==> src/rtl/rank_pipe_pkg.sv <==
// Shared rank-pipe definitions: descriptor widths, table sizing and the
// descriptor record exchanged between the front end and the rank blocks.
package rank_pipe_pkg;

    localparam int FLOW_ID_WIDTH       = 16;
    localparam int FLOW_WEIGHT_WIDTH   = 8;
    localparam int META_WIDTH          = 16;
    localparam int RANK_WIDTH          = 32;
    localparam int MAX_NUM_FLOWS       = 4;
    localparam int DEFAULT_FLOW_WEIGHT = 1;

    typedef struct packed {
        logic [FLOW_ID_WIDTH-1:0]     flow_id;
        logic [FLOW_WEIGHT_WIDTH-1:0] weight;
        logic [META_WIDTH-1:0]        meta;
    } rank_desc_t;

endpackage

==> src/rtl/rank_pipe_arbiter_rr.sv <==
// Round-robin arbiter: searches upward from the last granted index and only
// moves its pointer when the caller reports a completed handshake.
module rr_arbiter #(
    parameter int N = 4
) (
    input  logic                 clk,
    input  logic                 rst_n,
    input  logic [N-1:0]         req,
    input  logic                 adv,
    output logic [N-1:0]         grant,
    output logic [$clog2(N)-1:0] idx,
    output logic                 valid
);

    localparam int IW = $clog2(N);

    logic [IW-1:0] ptr_q;
    logic [IW-1:0] ptr_d;
    logic          found_s;
    logic [IW-1:0] idx_s;

    // Priority search: indices above the pointer first, then wrap to the rest
    always_comb begin
        found_s = 1'b0;
        idx_s   = '0;
        for (int p = 0; p < N; p++) begin
            if (!found_s && req[p] && (IW'(p) > ptr_q)) begin
                found_s = 1'b1;
                idx_s   = IW'(p);
            end else begin
                idx_s   = idx_s;
            end
        end
        for (int p = 0; p < N; p++) begin
            if (!found_s && req[p] && (IW'(p) <= ptr_q)) begin
                found_s = 1'b1;
                idx_s   = IW'(p);
            end else begin
                idx_s   = idx_s;
            end
        end
    end

    // Grant outputs and pointer next state
    always_comb begin
        valid = found_s;
        idx   = idx_s;
        grant = found_s ? (N'(1) << idx_s) : '0;
        if (adv) begin
            ptr_d = idx_s;
        end else begin
            ptr_d = ptr_q;
        end
    end

    // Pointer register; reset so that index 0 wins first
    always_ff @(posedge clk) begin
        if (!rst_n) begin
            ptr_q <= IW'(N - 1);
        end else begin
            ptr_q <= ptr_d;
        end
    end

endmodule

==> src/rtl/rank_pipe_arbiter.sv <==
// Ingress front end of the rank pipe: round-robin scheduling of requester
// descriptors, flow-weight lookup, out-of-range filtering and one output stage.
module rank_pipe_arbiter #(
    parameter int NUM_PORTS         = 4,
    parameter int FLOW_ID_WIDTH     = rank_pipe_pkg::FLOW_ID_WIDTH,
    parameter int FLOW_WEIGHT_WIDTH = rank_pipe_pkg::FLOW_WEIGHT_WIDTH,
    parameter int MAX_NUM_FLOWS     = rank_pipe_pkg::MAX_NUM_FLOWS,
    parameter int META_WIDTH        = rank_pipe_pkg::META_WIDTH,
    parameter int DROP_CNT_WIDTH    = 16
) (
    input  logic                                clk,
    input  logic                                rst_n,
    input  logic [NUM_PORTS-1:0]                req_valid,
    output logic [NUM_PORTS-1:0]                req_ready,
    input  logic [NUM_PORTS*FLOW_ID_WIDTH-1:0]  req_flow_id,
    input  logic [NUM_PORTS*META_WIDTH-1:0]     req_meta,
    input  logic                                cfg_wr_en,
    input  logic [FLOW_ID_WIDTH-1:0]            cfg_flow_id,
    input  logic [FLOW_WEIGHT_WIDTH-1:0]        cfg_weight,
    input  logic                                rank_accept,
    output logic                                rank_insert,
    output logic [FLOW_ID_WIDTH-1:0]            rank_flow_id,
    output logic [FLOW_WEIGHT_WIDTH-1:0]        rank_weight,
    output logic [META_WIDTH-1:0]               rank_meta,
    output logic [$clog2(NUM_PORTS)-1:0]        grant_port,
    output logic [DROP_CNT_WIDTH-1:0]           drop_cnt
);

    import rank_pipe_pkg::*;

    localparam int GW = $clog2(NUM_PORTS);
    localparam int TW = $clog2(MAX_NUM_FLOWS);
    localparam logic [FLOW_ID_WIDTH-1:0]     FLOW_LIMIT = FLOW_ID_WIDTH'(MAX_NUM_FLOWS);
    localparam logic [FLOW_WEIGHT_WIDTH-1:0] WEIGHT_RST = FLOW_WEIGHT_WIDTH'(DEFAULT_FLOW_WEIGHT);

    logic                          out_vld_q,  out_vld_d;
    logic [FLOW_ID_WIDTH-1:0]      flow_q,     flow_d;
    logic [FLOW_WEIGHT_WIDTH-1:0]  weight_q,   weight_d;
    logic [META_WIDTH-1:0]         meta_q,     meta_d;
    logic [GW-1:0]                 port_q,     port_d;
    logic [DROP_CNT_WIDTH-1:0]     drop_q,     drop_d;
    logic [FLOW_WEIGHT_WIDTH-1:0]  wtbl_q [MAX_NUM_FLOWS];
    logic [FLOW_WEIGHT_WIDTH-1:0]  wtbl_d [MAX_NUM_FLOWS];

    logic                          stage_free_s;
    logic                          hs_s;
    logic                          in_range_s;
    logic                          any_s;
    logic [NUM_PORTS-1:0]          grant_s;
    logic [GW-1:0]                 gidx_s;
    logic [FLOW_ID_WIDTH-1:0]      sel_flow_s;
    logic [META_WIDTH-1:0]         sel_meta_s;
    logic                          wr_hit_s;
    logic [FLOW_WEIGHT_WIDTH-1:0]  wr_val_s;

    rr_arbiter #(
        .N     (NUM_PORTS)
    ) u_rr (
        .clk   (clk),
        .rst_n (rst_n),
        .req   (req_valid),
        .adv   (hs_s),
        .grant (grant_s),
        .idx   (gidx_s),
        .valid (any_s)
    );

    // Handshake qualification; ready is forced low while reset is asserted
    always_comb begin
        stage_free_s = ~out_vld_q | rank_accept;
        hs_s         = any_s & stage_free_s & rst_n;
        req_ready    = grant_s & {NUM_PORTS{stage_free_s & rst_n}};
        rank_insert  = out_vld_q & rank_accept;
    end

    // One-hot mux of the winning descriptor fields
    always_comb begin
        sel_flow_s = '0;
        sel_meta_s = '0;
        for (int p = 0; p < NUM_PORTS; p++) begin
            sel_flow_s = sel_flow_s | (req_flow_id[p*FLOW_ID_WIDTH +: FLOW_ID_WIDTH] & {FLOW_ID_WIDTH{grant_s[p]}});
            sel_meta_s = sel_meta_s | (req_meta[p*META_WIDTH +: META_WIDTH] & {META_WIDTH{grant_s[p]}});
        end
        in_range_s = (sel_flow_s < FLOW_LIMIT);
        wr_hit_s   = cfg_wr_en & (cfg_flow_id < FLOW_LIMIT);
        wr_val_s   = (cfg_weight == '0) ? WEIGHT_RST : cfg_weight;
    end

    // Output stage, drop counter and weight table next state.
    // The stage reads wtbl_q, so a same-cycle write is seen only by later grants.
    always_comb begin
        out_vld_d = out_vld_q;
        flow_d    = flow_q;
        weight_d  = weight_q;
        meta_d    = meta_q;
        port_d    = port_q;
        drop_d    = drop_q;
        wtbl_d    = wtbl_q;
        if (hs_s && in_range_s) begin
            out_vld_d = 1'b1;
            flow_d    = sel_flow_s;
            weight_d  = wtbl_q[sel_flow_s[TW-1:0]];
            meta_d    = sel_meta_s;
            port_d    = gidx_s;
        end else if (rank_insert) begin
            out_vld_d = 1'b0;
        end else begin
            out_vld_d = out_vld_q;
        end
        if (hs_s && !in_range_s && (drop_q != '1)) begin
            drop_d = drop_q + DROP_CNT_WIDTH'(1);
        end else begin
            drop_d = drop_q;
        end
        if (wr_hit_s) begin
            wtbl_d[cfg_flow_id[TW-1:0]] = wr_val_s;
        end else begin
            wtbl_d = wtbl_q;
        end
    end

    // State registers
    always_ff @(posedge clk) begin
        if (!rst_n) begin
            out_vld_q <= 1'b0;
            flow_q    <= '0;
            weight_q  <= '0;
            meta_q    <= '0;
            port_q    <= '0;
            drop_q    <= '0;
            for (int i = 0; i < MAX_NUM_FLOWS; i++) begin
                wtbl_q[i] <= WEIGHT_RST;
            end
        end else begin
            out_vld_q <= out_vld_d;
            flow_q    <= flow_d;
            weight_q  <= weight_d;
            meta_q    <= meta_d;
            port_q    <= port_d;
            drop_q    <= drop_d;
            wtbl_q    <= wtbl_d;
        end
    end

    // Registered outputs toward the rank block
    always_comb begin
        rank_flow_id = flow_q;
        rank_weight  = weight_q;
        rank_meta    = meta_q;
        grant_port   = port_q;
        drop_cnt     = drop_q;
    end

endmodule
==> config.mk <==
export PLATFORM = sky130hd
export DESIGN_NAME = rank_pipe_arbiter
export DESIGN_NICKNAME = d
export VERILOG_FILES = /design/src/rtl/rank_pipe_pkg.sv /design/src/rtl/rank_pipe_arbiter_rr.sv /design/src/rtl/rank_pipe_arbiter.sv
export SDC_FILE = /design/constraint.sdc
export NUM_CORES = 1
export LEC_CHECK = 0
export CAP_MARGIN = 0
export CORE_UTILIZATION = 41
export CTS_BUF_LIST = sky130_fd_sc_hd__clkbuf_16
export CTS_CLUSTER_DIAMETER = 150
export DETAILED_ROUTE_END_ITERATION = 16
export PLACE_DENSITY = 0.85
export SETUP_SLACK_MARGIN = 0.1
export SKIP_LAST_GASP = 1
export SLEW_MARGIN = 15
export SYNTH_ARGS = -nofsm -noshare
export SYNTH_HDL_FRONTEND = slang
export SYNTH_HIERARCHICAL = 1
export SYNTH_SLANG_ARGS = --single-unit
==> constraint.sdc <==
create_clock -name clk -period 3 [get_ports clk]
set_input_delay 0.6 -clock clk [delete_from_list [all_inputs] [get_ports clk]]
set_output_delay 0.6 -clock clk [all_outputs]
set_load 0.005 [all_outputs]
== Word-level counts from Yosys, hierarchy flattened ==
Index checks and enable logic that the tools add are counted.

* Add/sub/neg operators: 1
* Magnitude comparators: 13
* Equality and inequality tests: 1
* Shift operators: 1
* Mux-type cells: 25
* Bitwise operators: 24
* Reduce and logical (&&, ||, !) cells: 29

{| class="wikitable"
|+ Operators by type and width
! cell !! count
|-
| $and A16 B16 Y16 || 8
|-
| $or A16 B16 Y16 || 6
|-
| $bwmux W32 || 1
|-
| $lt A16 B3 Y1 const B || 2
|-
| $mux W8 || 4
|-
| $logic_and A1 B1 Y1 || 19
|-
| $add A16 B1 Y16 const B || 1
|-
| $bmux W8 S2 || 1
|-
| $demux W8 S2 || 1
|-
| $ne A16 B16 Y1 const B || 1
|-
| $mux W2 || 6
|-
| $mux W1 || 11
|-
| $logic_not A1 Y1 || 8
|-
| $logic_not A8 Y1 || 1
|-
| $ge A3 B3 Y1 const B || 2
|-
| $not A2 Y3 || 2
|-
| $and A1 B1 Y1 || 5
|-
| $and A4 B4 Y4 || 1
|-
| $gt A1 B2 Y1 const A || 2
|-
| $gt A2 B2 Y1 const A || 2
|-
| $le A1 B2 Y1 const A || 2
|-
| $le A2 B2 Y1 const A || 2
|-
| $mux W4 || 1
|-
| $shl A1 B2 Y4 const A || 1
|-
| other kinds (4) || 4
|}

* Bits in registers: 93
* Input port bits: 160
* Output and inout bits: 63
* Word-level logic and storage cells: 105

== Logic depth before layout (Yosys ltp) ==
Gate-level depths: netlist (run 1).

* Depth after elaboration: 41
* Mapped depth: 12
* Gate-level depth less buffers: 9

== Cells and area by module ==
The synthesis (run 1) kept the hierarchy.

{| class="wikitable"
|+ By module, submodules not included
! module !! times used !! cells each !! area an instance (sq um) !! sequential area each (sq um)
|-
| rank_pipe_arbiter || 1 || 458 || 4,321.6 || 1,821.7
|-
| rr_arbiter || 1 || 48 || 356.6 || 40.0
|}

== Worst setup path after synthesis (run 1) ==
Ideal clock, no wire load.

* Path kind: in2reg
* From: input req_valid[2]
* To: register weight_q[6], in the netlist rank_weight[6]
* Data arrival time: 2.531 ns
* Path slack: 0.337 ns
* Stages: 11
* Path buffers: 3
* Cell sequence: buf_2 nor2_1 o21ai_0 a21boi_0 buf_4 a22oi_1 nand2_1 buf_2 mux2_2 o211ai_1 a21oi_1

{| class="wikitable"
|+ RTL lines
! item !! RTL line !! source
|-
| from (decl) || rank_pipe_arbiter.sv:13 || <nowiki>input logic [NUM_PORTS-1:0] req_valid,</nowiki>
|-
| $logic_and A1 B1 Y1 (2 in series) || rank_pipe_arbiter_rr.sv:27 || <nowiki>if (!found_s && req[p] && (IW'(p) > ptr_q)) begin</nowiki>
|-
| $mux W1 || rank_pipe_arbiter_rr.sv:27 ||
|-
| $logic_not A1 Y1 || rank_pipe_arbiter_rr.sv:27 ||
|-
| $logic_and A1 B1 Y1 (2 in series) || rank_pipe_arbiter_rr.sv:27 ||
|-
| $mux W1 || rank_pipe_arbiter_rr.sv:27 ||
|-
| $logic_not A1 Y1 || rank_pipe_arbiter_rr.sv:35 || <nowiki>if (!found_s && req[p] && (IW'(p) <= ptr_q)) begin</nowiki>
|-
| $logic_and A1 B1 Y1 (2 in series) || rank_pipe_arbiter_rr.sv:35 ||
|-
| $mux W1 || rank_pipe_arbiter_rr.sv:35 ||
|-
| [... 9 more ...] || - ||
|-
| $logic_and A1 B1 Y1 (2 in series) || rank_pipe_arbiter_rr.sv:35 ||
|-
| $mux W2 || rank_pipe_arbiter_rr.sv:35 ||
|-
| $shl A1 B2 Y4 || rank_pipe_arbiter_rr.sv:48 || <nowiki>grant = found_s ? (N'(1) << idx_s) : '0;</nowiki>
|-
| $mux W4 * || rank_pipe_arbiter_rr.sv:48 ||
|-
| via grant_s[3] || rank_pipe_arbiter.sv:49 || <nowiki>logic [NUM_PORTS-1:0] grant_s;</nowiki>
|-
| $and A16 B16 Y16 * || rank_pipe_arbiter.sv:81 || <nowiki>sel_flow_s = sel_flow_s | (req_flow_id[p*FLOW_ID_WIDTH +: FLOW_ID_WIDTH] & {FLOW_ID_WIDTH{grant_s[p]}});</nowiki>
|-
| $or A16 B16 Y16 * || rank_pipe_arbiter.sv:81 ||
|-
| branches (longest 4 deep; another with $lt A16 B3 Y1) || - ||
|-
| to (signal assigned) || rank_pipe_arbiter.sv:137 || <nowiki>weight_q <= weight_d;</nowiki>
|-
| to (decl) || rank_pipe_arbiter.sv:38 || <nowiki>logic [FLOW_WEIGHT_WIDTH-1:0] weight_q, weight_d;</nowiki>
|}

Mark *: on every way through the listed nets, which the timed path passes. The select of a mux whose other input is x is not followed.
A chain may end at the register's enable or synchronous reset.

== Final worst setup path (run 1) ==
* From: input req_valid[3]
* To: output req_ready[3]

* Longest elaborated chain between the ends: 22

{| class="wikitable"
|+ RTL lines
! item !! RTL line !! source
|-
| $logic_and A1 B1 Y1 (2 in series) || rank_pipe_arbiter_rr.sv:27 ||
|-
| $mux W1 || rank_pipe_arbiter_rr.sv:27 ||
|-
| $logic_not A1 Y1 || rank_pipe_arbiter_rr.sv:35 ||
|-
| $logic_and A1 B1 Y1 (2 in series) || rank_pipe_arbiter_rr.sv:35 ||
|-
| $mux W1 || rank_pipe_arbiter_rr.sv:35 ||
|-
| $logic_not A1 Y1 || rank_pipe_arbiter_rr.sv:35 ||
|-
| $logic_and A1 B1 Y1 (2 in series) || rank_pipe_arbiter_rr.sv:35 ||
|-
| $mux W1 || rank_pipe_arbiter_rr.sv:35 ||
|-
| [... 3 more ...] || - ||
|-
| $mux W1 || rank_pipe_arbiter_rr.sv:35 ||
|-
| $logic_not A1 Y1 || rank_pipe_arbiter_rr.sv:35 ||
|-
| $logic_and A1 B1 Y1 (2 in series) || rank_pipe_arbiter_rr.sv:35 ||
|-
| $mux W2 || rank_pipe_arbiter_rr.sv:35 ||
|-
| $shl A1 B2 Y4 || rank_pipe_arbiter_rr.sv:48 ||
|-
| $mux W4 * || rank_pipe_arbiter_rr.sv:48 ||
|-
| via grant_s[3] || rank_pipe_arbiter.sv:49 ||
|-
| $and A4 B4 Y4 * || rank_pipe_arbiter.sv:72 || <nowiki>req_ready = grant_s & {NUM_PORTS{stage_free_s & rst_n}};</nowiki>
|-
| to (decl) || rank_pipe_arbiter.sv:14 || <nowiki>output logic [NUM_PORTS-1:0] req_ready,</nowiki>
|}

The timed path passes the listed nets; every way through them passes the cells marked *.

==> results.json, run 1 <==
{
  "outcome": "finished, final reports clean",
  "power.total_uw": 3030,
  "vias": 4801,
  "final_nets": 896,
  "crit_path_end_kind": "primary output",
  "detail-route-antenna-nets": 0,
  "grt_overflow": 0,
  "final_area_mm2": 0.00736,
  "synth_enable_flop_cells": 0,
  "critPathMaxFanout": 11,
  "setup_slack_ns": 0.149,
  "die_x_um": 109,
  "cts_tree": "built",
  "die_h_um": 109,
  "fin_util_pct": 67.0,
  "grt_pass1_vias": 4792,
  "fill_cells": 863,
  "hold_viol": 0,
  "root_buffer": "clkbuf_16",
  "initial_core_util_pct": 42.6,
  "cts.clk_slew.worst_paths_ns": 0.07,
  "cp-start-kind": "input port",
  "period_minus_slack_ns": 2.85,
  "cpLargestDelayFamily": "buffers and inverters",
  "p_leak_uw": 0.00280,
  "numCtsBuffers": 9,
  "synthMostInstantiatedCell": "dfxtp_1",
  "gp_congestion": 0.908,
  "vias_per_cell": 5.46,
  "path_buf_inv": 4,
  "area_growth_pct": 57.3,
  "ys_seq_elements": 93,
  "crit_path_top_delay_cell": "clkdlybuf4s50_1",
  "grt_pass1_wl_um": 23200,
  "place_ws_ns": -0.168,
  "dp_cells": 859,
  "maxCapViolCount": 0,
  "drc_errors": 0,
  "wl_um": 15200,
  "grt_util_all_layers_pct": 25.3,
  "dp_hpwl_um": 11500,
  "antenna_cells": 0,
  "io_pins": 223,
  "crit_type": "input port to primary output",
  "required_ns": 2.40,
  "core_mm2": 0.0110,
  "power_per_cell_area_mw_per_mm2": 412,
  "syn_inst": 506,
  "clock-sinks": 93,
  "synth_cell_types": 53,
  "io_buffers": 222,
  "worst_pin_slew_ns": 1.15,
  "fp.dieArea_mm2": 0.0118,
  "relSlewSlack_pct": 23.0,
  "vdd.ir_drop.worst_mv": 0.298,
  "cpPeakStageDelay_ns": 0.52,
  "syn_nets": 667,
  "arrival_ns": 2.25,
  "synthArstFlopShare_pct": 0,
  "yosys_warnings": 6,
  "wl_per_cell_um": 17.3,
  "synth_top_area_share_pct": 39.8,
  "grt_setup_unrepaired": "no",
  "htree_levels": 3,
  "max_freq_mhz": 351,
  "antenna_found_initial": 0,
  "synth_ff_type": "dfxtp_1",
  "drv_slew": 0,
  "placed_cell_area_mm2": 0.00702,
  "clk-insertion-delay-late_ns": 0.34,
  "r2r_setup_slack_ns": 0.32,
  "max-clock-path-buffers": 2,
  "synthesis.area_mm2": 0.00468,
  "yosysTopAreaCell": "dfxtp_1",
  "rows": 38,
  "stdcell_count": 880,
  "finalCritPeriodShare_pct": 95.0,
  "final_layout_size_suffix_gt1_share_pct": 11.1,
  "synthTopCellsByArea": "dfxtp_1, mux2i_1, a22oi_1, nor2_1, a311oi_2",
  "skew_ns": 0.00916,
  "synth.avg_cell_area_um2": 9.25,
  "yosysSeqAreaShare_pct": 39.8,
  "path_cells": "clkdlybuf4s50_1 -> buf_4 -> a21boi_2 -> buf_4 -> and3_1 -> clkdlybuf4s50_1",
  "synthTopCellsByCount": "dfxtp_1, nor2_1, mux2i_1, nand2_1, a22oi_1",
  "drt_pre_antenna_iters": 5,
  "grt_max_degree": 61,
  "drt_iter0_drc": 292,
  "hp-class": "flop to flop",
  "postCtsHoldBufs": 0,
  "finalSetupViolations": 0
}
==> where the power goes <==
group | internal [uW] | switching, uW
Clock | 574 | 498
Sequential | 1260 | 25.9
Combinational | 387 | 283
==> timing repair <==
| item | 4_1_cts | 5_1_grt |
|---|---|---|
| resized for setup | 5 | 6 |
| setup endpoints to repair | 3 | 54 |
| setup buffers | 2 | 3 |
| pin swaps | 2 | 1 |
==> flip-flops by register name, summed over array words and instances (netlist names) <==
| register | count |
|---|---|
| drop_cnt | 16 |
| grant_port | 2 |
| out_vld_q | 1 |
| rank_flow_id | 16 |
| rank_meta | 16 |
| rank_weight | 8 |
| u_rr/ptr_q | 2 |
| wtbl_q | 32 |
==> through the flow <==
| stage | setup TNS [ns] | hold slack (ns) |
|---|---|---|
| detailed placement | -4.69 | 0.450 |
| global route | 0 | 0.490 |
| floorplan | 0 | 0.436 |
| CTS | 0 | 0.459 |
| global placement | -0.292 | 0.443 |
| finish | 0 | 0.457 |
==> routing by layer <==
metal	share of wire, %	vias up	wire length [um]	GRT usage, %
met3	7.7	28	1170	5.86
met2	49	189	7400	45.3
met4	2.4	0	359	10.3
met5	0	-	0	0
li1	-	2325	-	-
met1	41	2259	6270	29.0
==> path summary, 6_finish.rpt <==
check,end,from,depth (start not counted)
worst min register to register,rank_weight[1],rank_weight[1],2
worst max-delay path,req_ready[3],req_valid[3],6
worst max register to register,rank_weight[1],u_rr/ptr_q[1],11
worst min-delay path,rank_weight[1],rank_weight[1],2
==> cells in the final DEF, fill, tap and decap left out, types with 2 or more instances in the layout <==
cell             synthesis  routed
inv_6                    0       2
a22oi_1                 37      37
dlymetal6s2s_1           0       3
o21a_1                   2       2
nand2_1                 48      48
dlygate4sd2_1            0       2
or3_1                    2       2
buf_4                    2      28
nor2_1                  57      54
or4_1                    3       3
nor3_2                   2       2
nor3b_1                  3       3
o211ai_1                 9       9
o21ai_0                  6       5
mux2_2                   8       8
clkbuf_16                0       9
a21oi_1                 17      17
o21ai_1                  1       2
and2_1                   3       3
and3_1                  21      20
nand2b_1                12      12
nor2_2                   0       3
o31ai_1                  2       2
dfxtp_1                 93      93
nand3_1                 15      15
o221a_2                  2       2
clkinv_4                 0       2
nor3_1                  12      12
nor4_1                  15      15
a311oi_1                 4       4
inv_1                    8       8
mux2i_1                 53      53
nand4_1                  6       6
buf_12                   2       3
a311oi_2                12      12
clkdlybuf4s50_1          0     217
==> logic make-up after synthesis <==
logic type | count (synthesis) | synth area share [%]
flops | 93 | 39.8
simple gates | 203 | 21.5
buf+inv | 44 | 7.01
compound gates | 104 | 18.2
mux | 61 | 13.3
fa+ha+maj | 1 | 0.267
==> worst reg2reg max path: stages (launching register included) <==
cell      delay [ns]
dfxtp_1         0.58
and2_1          0.23
nor2_1          0.06
o221a_2         0.29
buf_4           0.14
buf_4           0.16
a22oi_1         0.19
nand2_1         0.12
buf_12          0.18
mux2_2          0.28
o211ai_1        0.20
a21oi_1         0.09
==> layout make-up <==
type                       count  area, um^2  share of cell area, %
clock buffer                   9         225                   3.06
clock inverter                 7        57.6                  0.782
inverter                       9        33.8                  0.459
multi-input combinational    369        2510                   34.1
sequential                    93        1860                   25.3
tap                          140         175                   2.38
timing repair buffer         253        2500                   33.9
(Power assumes the default switching activity.)
==> inputs of run 2 (changes only) <==
- ABC_AREA: unset -> 1
- CORE_UTILIZATION: 41 -> 44
- PLACE_DENSITY: 0.85 -> 0.87
==> run 2 against run 1 <==
  * Clock skew fell by 0.0024 ns
  * Wire length rose by 13%
  * Core utilization rose by 3.0 points
  * Synthesized area rose by 15%
  * Power rose by 5.5%
  * Maximum frequency fell by 0.43%
  * Sequential power fell by 3%
  * Largest cell class unchanged
  * Largest power group unchanged
  * Highest routed layer unchanged
==> results.json, run 2 <==
{
  "vias": 6084,
  "synth_ff_type": "dfxtp_1",
  "max_freq_mhz": 349,
  "outcome": "finished, final reports clean",
  "numCtsBuffers": 9,
  "p_leak_uw": 0.00326,
  "die_x_um": 113,
  "syn_nets": 957,
  "area_growth_pct": 51.9,
  "vias_per_cell": 5.22,
  "hold_viol": 0,
  "cpLargestDelayFamily": "buffers and inverters",
  "synth_top_area_share_pct": 34.6,
  "wl_per_cell_um": 14.8,
  "grt_setup_unrepaired": "yes",
  "most-common-layout-cells": "nand2_1, clkdlybuf4s50_1, dfxtp_1, nor2_1, a21oi_1",
  "synthMostInstantiatedCell": "nand2_1",
  "io_pins": 223,
  "drv_slew": 0,
  "regMostFlops": "wtbl_q",
  "final_layout_size_suffix_gt1_share_pct": 10.2,
  "dp_hpwl_um": 12800,
  "synthTopCellsByCount": "nand2_1, dfxtp_1, nor2_1, a21oi_1, inv_1",
  "postCtsHoldBufs": 0,
  "setup_slack_ns": 0.137,
  "relSlewSlack_pct": 58.8,
  "die_h_um": 113,
  "place_ws_ns": -0.248,
  "yosysTopAreaCell": "dfxtp_1",
  "period_minus_slack_ns": 2.86,
  "grt_pass1_vias": 5760,
  "required_ns": 2.40,
  "path_buf_inv": 4,
  "yosys_warnings": 6,
  "initial_core_util_pct": 46.1,
  "drt_iter0_drc": 439,
  "finalCritPeriodShare_pct": 95.4,
  "placed_cell_area_mm2": 0.00781,
  "final_nets": 1178,
  "synth_enable_flop_cells": 0,
  "final_common_cell": "nand2_1",
  "antenna_cells": 0,
  "io_buffers": 222,
  "power_per_cell_area_mw_per_mm2": 392,
  "max-clock-path-buffers": 2,
  "critPathMaxFanout": 4,
  "synth.avg_cell_area_um2": 6.75,
  "crit_path_end_kind": "primary output",
  "crit_type": "input port to primary output",
  "cts_tree": "built",
  "grt_max_degree": 51,
  "detail-route-antenna-nets": 0,
  "synthTopCellsByArea": "dfxtp_1, nand2_1, a21oi_1, nor2_1, nand3_1",
  "finalSetupViolations": 0,
  "rows": 39,
  "syn_inst": 796,
  "synthesis.area_mm2": 0.00537,
  "multi_input_area_mm2": 0.00302,
  "root_buffer": "clkbuf_16",
  "drc_errors": 0,
  "final_area_mm2": 0.00816,
  "maxCapViolCount": 0,
  "hp-class": "flop to flop",
  "cp-start-kind": "input port",
  "grt_overflow": 0,
  "skew_ns": 0.00678,
  "grt_pass1_wl_um": 27800,
  "crit_path_top_delay_cell": "clkdlybuf4s50_1",
  "largest_reg_flops": 32,
  "ys_seq_elements": 93,
  "regArea_mm2": 0.00186,
  "antenna_found_initial": 0,
  "fill_cells": 966,
  "synthArstFlopShare_pct": 0,
  "htree_levels": 3,
  "yosysSeqAreaShare_pct": 34.6,
  "grt_util_all_layers_pct": 27.3,
  "path_cells": "dlygate4sd2_1 -> a21oi_4 -> nand4_4 -> nand3_2 -> inv_2 -> nor2_4 -> inv_1 -> nor2_1 -> clkdlybuf4s50_1",
  "clk-insertion-delay-late_ns": 0.34,
  "drt_pre_antenna_iters": 5,
  "core_mm2": 0.0117,
  "worst_pin_slew_ns": 0.613,
  "vdd.ir_drop.worst_mv": 0.306,
  "clock-sinks": 93,
  "gp_congestion": 0.912,
  "synth_cell_types": 38,
  "cts.clk_slew.worst_paths_ns": 0.06,
  "fp.dieArea_mm2": 0.0127,
  "arrival_ns": 2.26,
  "wl_um": 17200,
  "cpPeakStageDelay_ns": 0.50
}
## run 2: changes by cell type after synthesis, sizes merged, moves of 25 or more
| cell | change |
|---|---|
| mux2i | -53 |
| nor2 | +36 |
| a21oi | +68 |
| nand4 | +25 |
| inv | +47 |
| o21ai | +31 |
| nand3 | +32 |
| nand2 | +211 |
| a22oi | -37 |
## run 2: worst min-delay path: cells and delay by family (launching register included)
family	cells	cell delay, ns
and+or+nand+nor	2	0.09
DFF	1	0.31
## run 2: what timing repair did
action | CTS | global route
pin swaps | 0 | 4
gates resized for setup | 6 | 14
endpoints found under the hold margin | 0 | 0
setup buffers | 0 | 1
endpoints found under the setup margin | 5 | 4
## run 2: logic make-up (layout without fill, tap and decap cells)
family / Yosys count / in the layout / synth area share (%)
DFF: 93 / 93 / 34.6
xor gates and xnor gates: 12 / 12 / 1.96
and+or+nand+nor: 438 / 438 / 35.9
buffers and inverters: 101 / 327 / 10.2
adders and majority gates: 1 / 1 / 0.233
AOI/OAI and AO/OA: 151 / 151 / 17.1
## run 2: report_power, final
part           switching [uW]  leakage (uW)  total, uW  internal, uW
combinational             418       0.00236        822           404
sequential               6.22      0.000749       1250          1240
clock                     481      0.000144       1130           648
## run 2: per-stage QoR
| step | util (%) | power (uW) | hold slack, ns | setup TNS (ns) | std cells |
|---|---|---|---|---|---|
| 2_1_floorplan | - | 1700 | 0.430 | 0 | 796 |
| 3_3_place_gp | 67.0 | 2060 | 0.425 | -5.24 | 1148 |
| 3_5_place_dp | 67.0 | 2070 | 0.426 | -11.64 | 1148 |
| 4_1_cts | 69.6 | 3200 | 0.437 | 0 | 1164 |
| 5_1_grt | 70.0 | 3360 | 0.463 | 0 | 1165 |
| 6_report | 70.0 | 3200 | 0.438 | 0 | 1165 |
## run 2: cell type report
| cell class | instances | area share [%] |
|---|---|---|
| multi-input cells | 602 | 37.0 |
| repair buffers | 255 | 31.6 |
| flip-flops and latches | 93 | 22.8 |
| clock buffers | 9 | 2.76 |
| inverters | 56 | 2.67 |
| well taps | 143 | 2.19 |
| clock inverters | 7 | 0.889 |
## run 2: final timing paths
path                        start         endpoint  slack (ns)  depth (start not counted)
setup / recovery     req_valid[1]     req_ready[2]        0.14                          9
hold reg to reg   rank_flow_id[4]  rank_flow_id[4]        0.44                          2
setup reg to reg    u_rr/ptr_q[0]   rank_weight[6]        0.40                         17
hold / removal    rank_flow_id[4]  rank_flow_id[4]        0.44                          2
## run 2: metal layers
layer	vias up	wire, um	track usage [%]
met4	0	552	11.5
met3	45	1040	6.16
met1	2757	7330	33.2
li1	3070	-	-
met2	212	8290	46.6
met5	-	0	0
==> inputs of run 3 (changes only) <==
- RECOVER_POWER: unset -> 25
==> run 3 against run 2 <==
  * Critical endpoint unchanged
  * Clock power hardly changed
  * Setup slack hardly changed
  * Via count hardly changed
  * Core utilization stayed put
  * Sequential power hardly changed
  * Design area stayed put
  * Critical path type unchanged
  * Global-route usage stayed put
  * Highest routed layer unchanged
  * Sequential share of layout area stayed put
  * Power hardly changed
  * Final cell count stayed put
  * Critical path depth stayed put
==> results.json, run 3 (synthesized netlist as in run 2, its figures left out) <==
{
  "regMostFlops": "wtbl_q",
  "gp_congestion": 0.912,
  "postCtsHoldBufs": 0,
  "largest_reg_flops": 32,
  "hold_viol": 0,
  "fp.dieArea_mm2": 0.0127,
  "core_mm2": 0.0117,
  "final_common_cell": "nand2_1",
  "max-clock-path-buffers": 2,
  "path_buf_inv": 4,
  "required_ns": 2.40,
  "final_nets": 1178,
  "initial_core_util_pct": 46.1,
  "dp_hpwl_um": 12800,
  "grt_pass1_wl_um": 27800,
  "fin_setup_tns_ns": 0,
  "vdd.ir_drop.worst_mv": 0.306,
  "vias_per_cell": 5.22,
  "grt_max_degree": 51,
  "final_layout_size_suffix_gt1_share_pct": 10.2,
  "cts.clk_slew.worst_paths_ns": 0.07,
  "final_area_mm2": 0.00816,
  "most-common-layout-cells": "nand2_1, clkdlybuf4s50_1, dfxtp_1, nor2_1, a21oi_1",
  "root_buffer": "clkbuf_16",
  "grt_pass1_vias": 5760,
  "wl_um": 17100,
  "grt_setup_unrepaired": "yes",
  "io_pins": 223,
  "cts_tree": "built",
  "numCtsBuffers": 9,
  "die_x_um": 113,
  "die_h_um": 113,
  "antenna_found_initial": 0,
  "power_per_cell_area_mw_per_mm2": 392,
  "max_freq_mhz": 349,
  "grt_overflow": 0,
  "crit_type": "input port to primary output",
  "placed_cell_area_mm2": 0.00781,
  "drt_pre_antenna_iters": 5,
  "use_met1_pct": 33.2,
  "hp-start": "rank_flow_id[4]",
  "use_met2_pct": 46.6,
  "drv_slew": 0,
  "arrival_ns": 2.26,
  "htree_levels": 3,
  "p_leak_uw": 0.00340,
  "cp-start-kind": "input port",
  "met3_usage_pct": 6.16,
  "crit_path_top_delay_cell": "clkdlybuf4s50_1",
  "finalSetupViolations": 0,
  "finalCritPeriodShare_pct": 95.4,
  "maxCapViolCount": 0,
  "period_minus_slack_ns": 2.86,
  "fin_util_pct": 70.0,
  "startpoint": "req_valid[1]",
  "antenna_cells": 0,
  "relSlewSlack_pct": 58.8,
  "cpLargestDelayFamily": "buffers and inverters",
  "critPathMaxFanout": 4,
  "rows": 39,
  "drc_errors": 0,
  "cpPeakStageDelay_ns": 0.50,
  "clock-sinks": 93,
  "worst_pin_slew_ns": 0.613,
  "wl_per_cell_um": 14.7,
  "grt_util_all_layers_pct": 27.3,
  "outcome": "finished, final reports clean",
  "drt_iter0_drc": 419,
  "regToRegStartpoint": "u_rr/ptr_q[0]",
  "gr-max-usage-layer": "met2",
  "power.total_uw": 3200,
  "hp-class": "flop to flop",
  "skew_ns": 0.00648,
  "path_cells": "dlygate4sd2_1 -> a21oi_4 -> nand4_4 -> nand3_2 -> inv_2 -> nor2_4 -> inv_1 -> nor2_1 -> clkdlybuf4s50_1",
  "clk-insertion-delay-late_ns": 0.34,
  "area_growth_pct": 51.9,
  "detail-route-antenna-nets": 0,
  "fill_cells": 966,
  "crit_path_end_kind": "primary output",
  "io_buffers": 222,
  "vias": 6085
}
[run 3: repair_timing]
item	4_1_cts	5_1_grt
gates cloned	0	0
pin swaps	0	4
resized for setup	6	14
buffers inserted	0	1
endpoints found under the setup margin	5	4
[run 3: area by class of cell]
cell class | instances | area, um^2 | share of cell area, %
inverters | 56 | 218 | 2.67
well taps | 143 | 179 | 2.19
flip-flops and latches | 93 | 1860 | 22.8
multi-input cells | 602 | 3020 | 37.0
repair buffers | 255 | 2580 | 31.6
clock inverters | 7 | 72.6 | 0.889
clock buffers | 9 | 225 | 2.76
[run 3: stage by stage]
step	std cells	setup slack [ns]	hold WS, ns
2_1_floorplan	796	0.378	0.430
4_1_cts	1164	0.109	0.437
6_report	1165	0.137	0.434
5_1_grt	1165	0.0453	0.460
3_3_place_gp	1148	-0.143	0.425
3_5_place_dp	1148	-0.248	0.426
[run 3: metal layers]
metal / vias to the layer above / part of all wire, %
met1: 2750 / 43
li1: 3071 / -
met3: 49 / 5.9
met2: 215 / 48
met4: 0 / 3.3
met5: - / 0
[run 3: worst register-to-register path, delay by kind of cell, from the launching register on]
kind,cells,cell delay [ns]
buffers and inverters,5,0.74
AND/OR/NAND/NOR,9,0.98
AO/OA/AOI/OAI,3,0.37
flip-flops,1,0.37
[run 3: report_power, final]
part	leakage (uW)	switching, uW	internal [uW]
Clock	0.000144	480	648
Combinational	0.00250	418	404
Sequential	0.000749	6.18	1240
[run 3: worst paths after layout]
kind / end / slack [ns] / cells past startpoint
max reg2reg: rank_weight[6] / 0.40 / 17
max: req_ready[2] / 0.14 / 9
min reg2reg: rank_flow_id[4] / 0.43 / 2
min: rank_flow_id[4] / 0.43 / 2
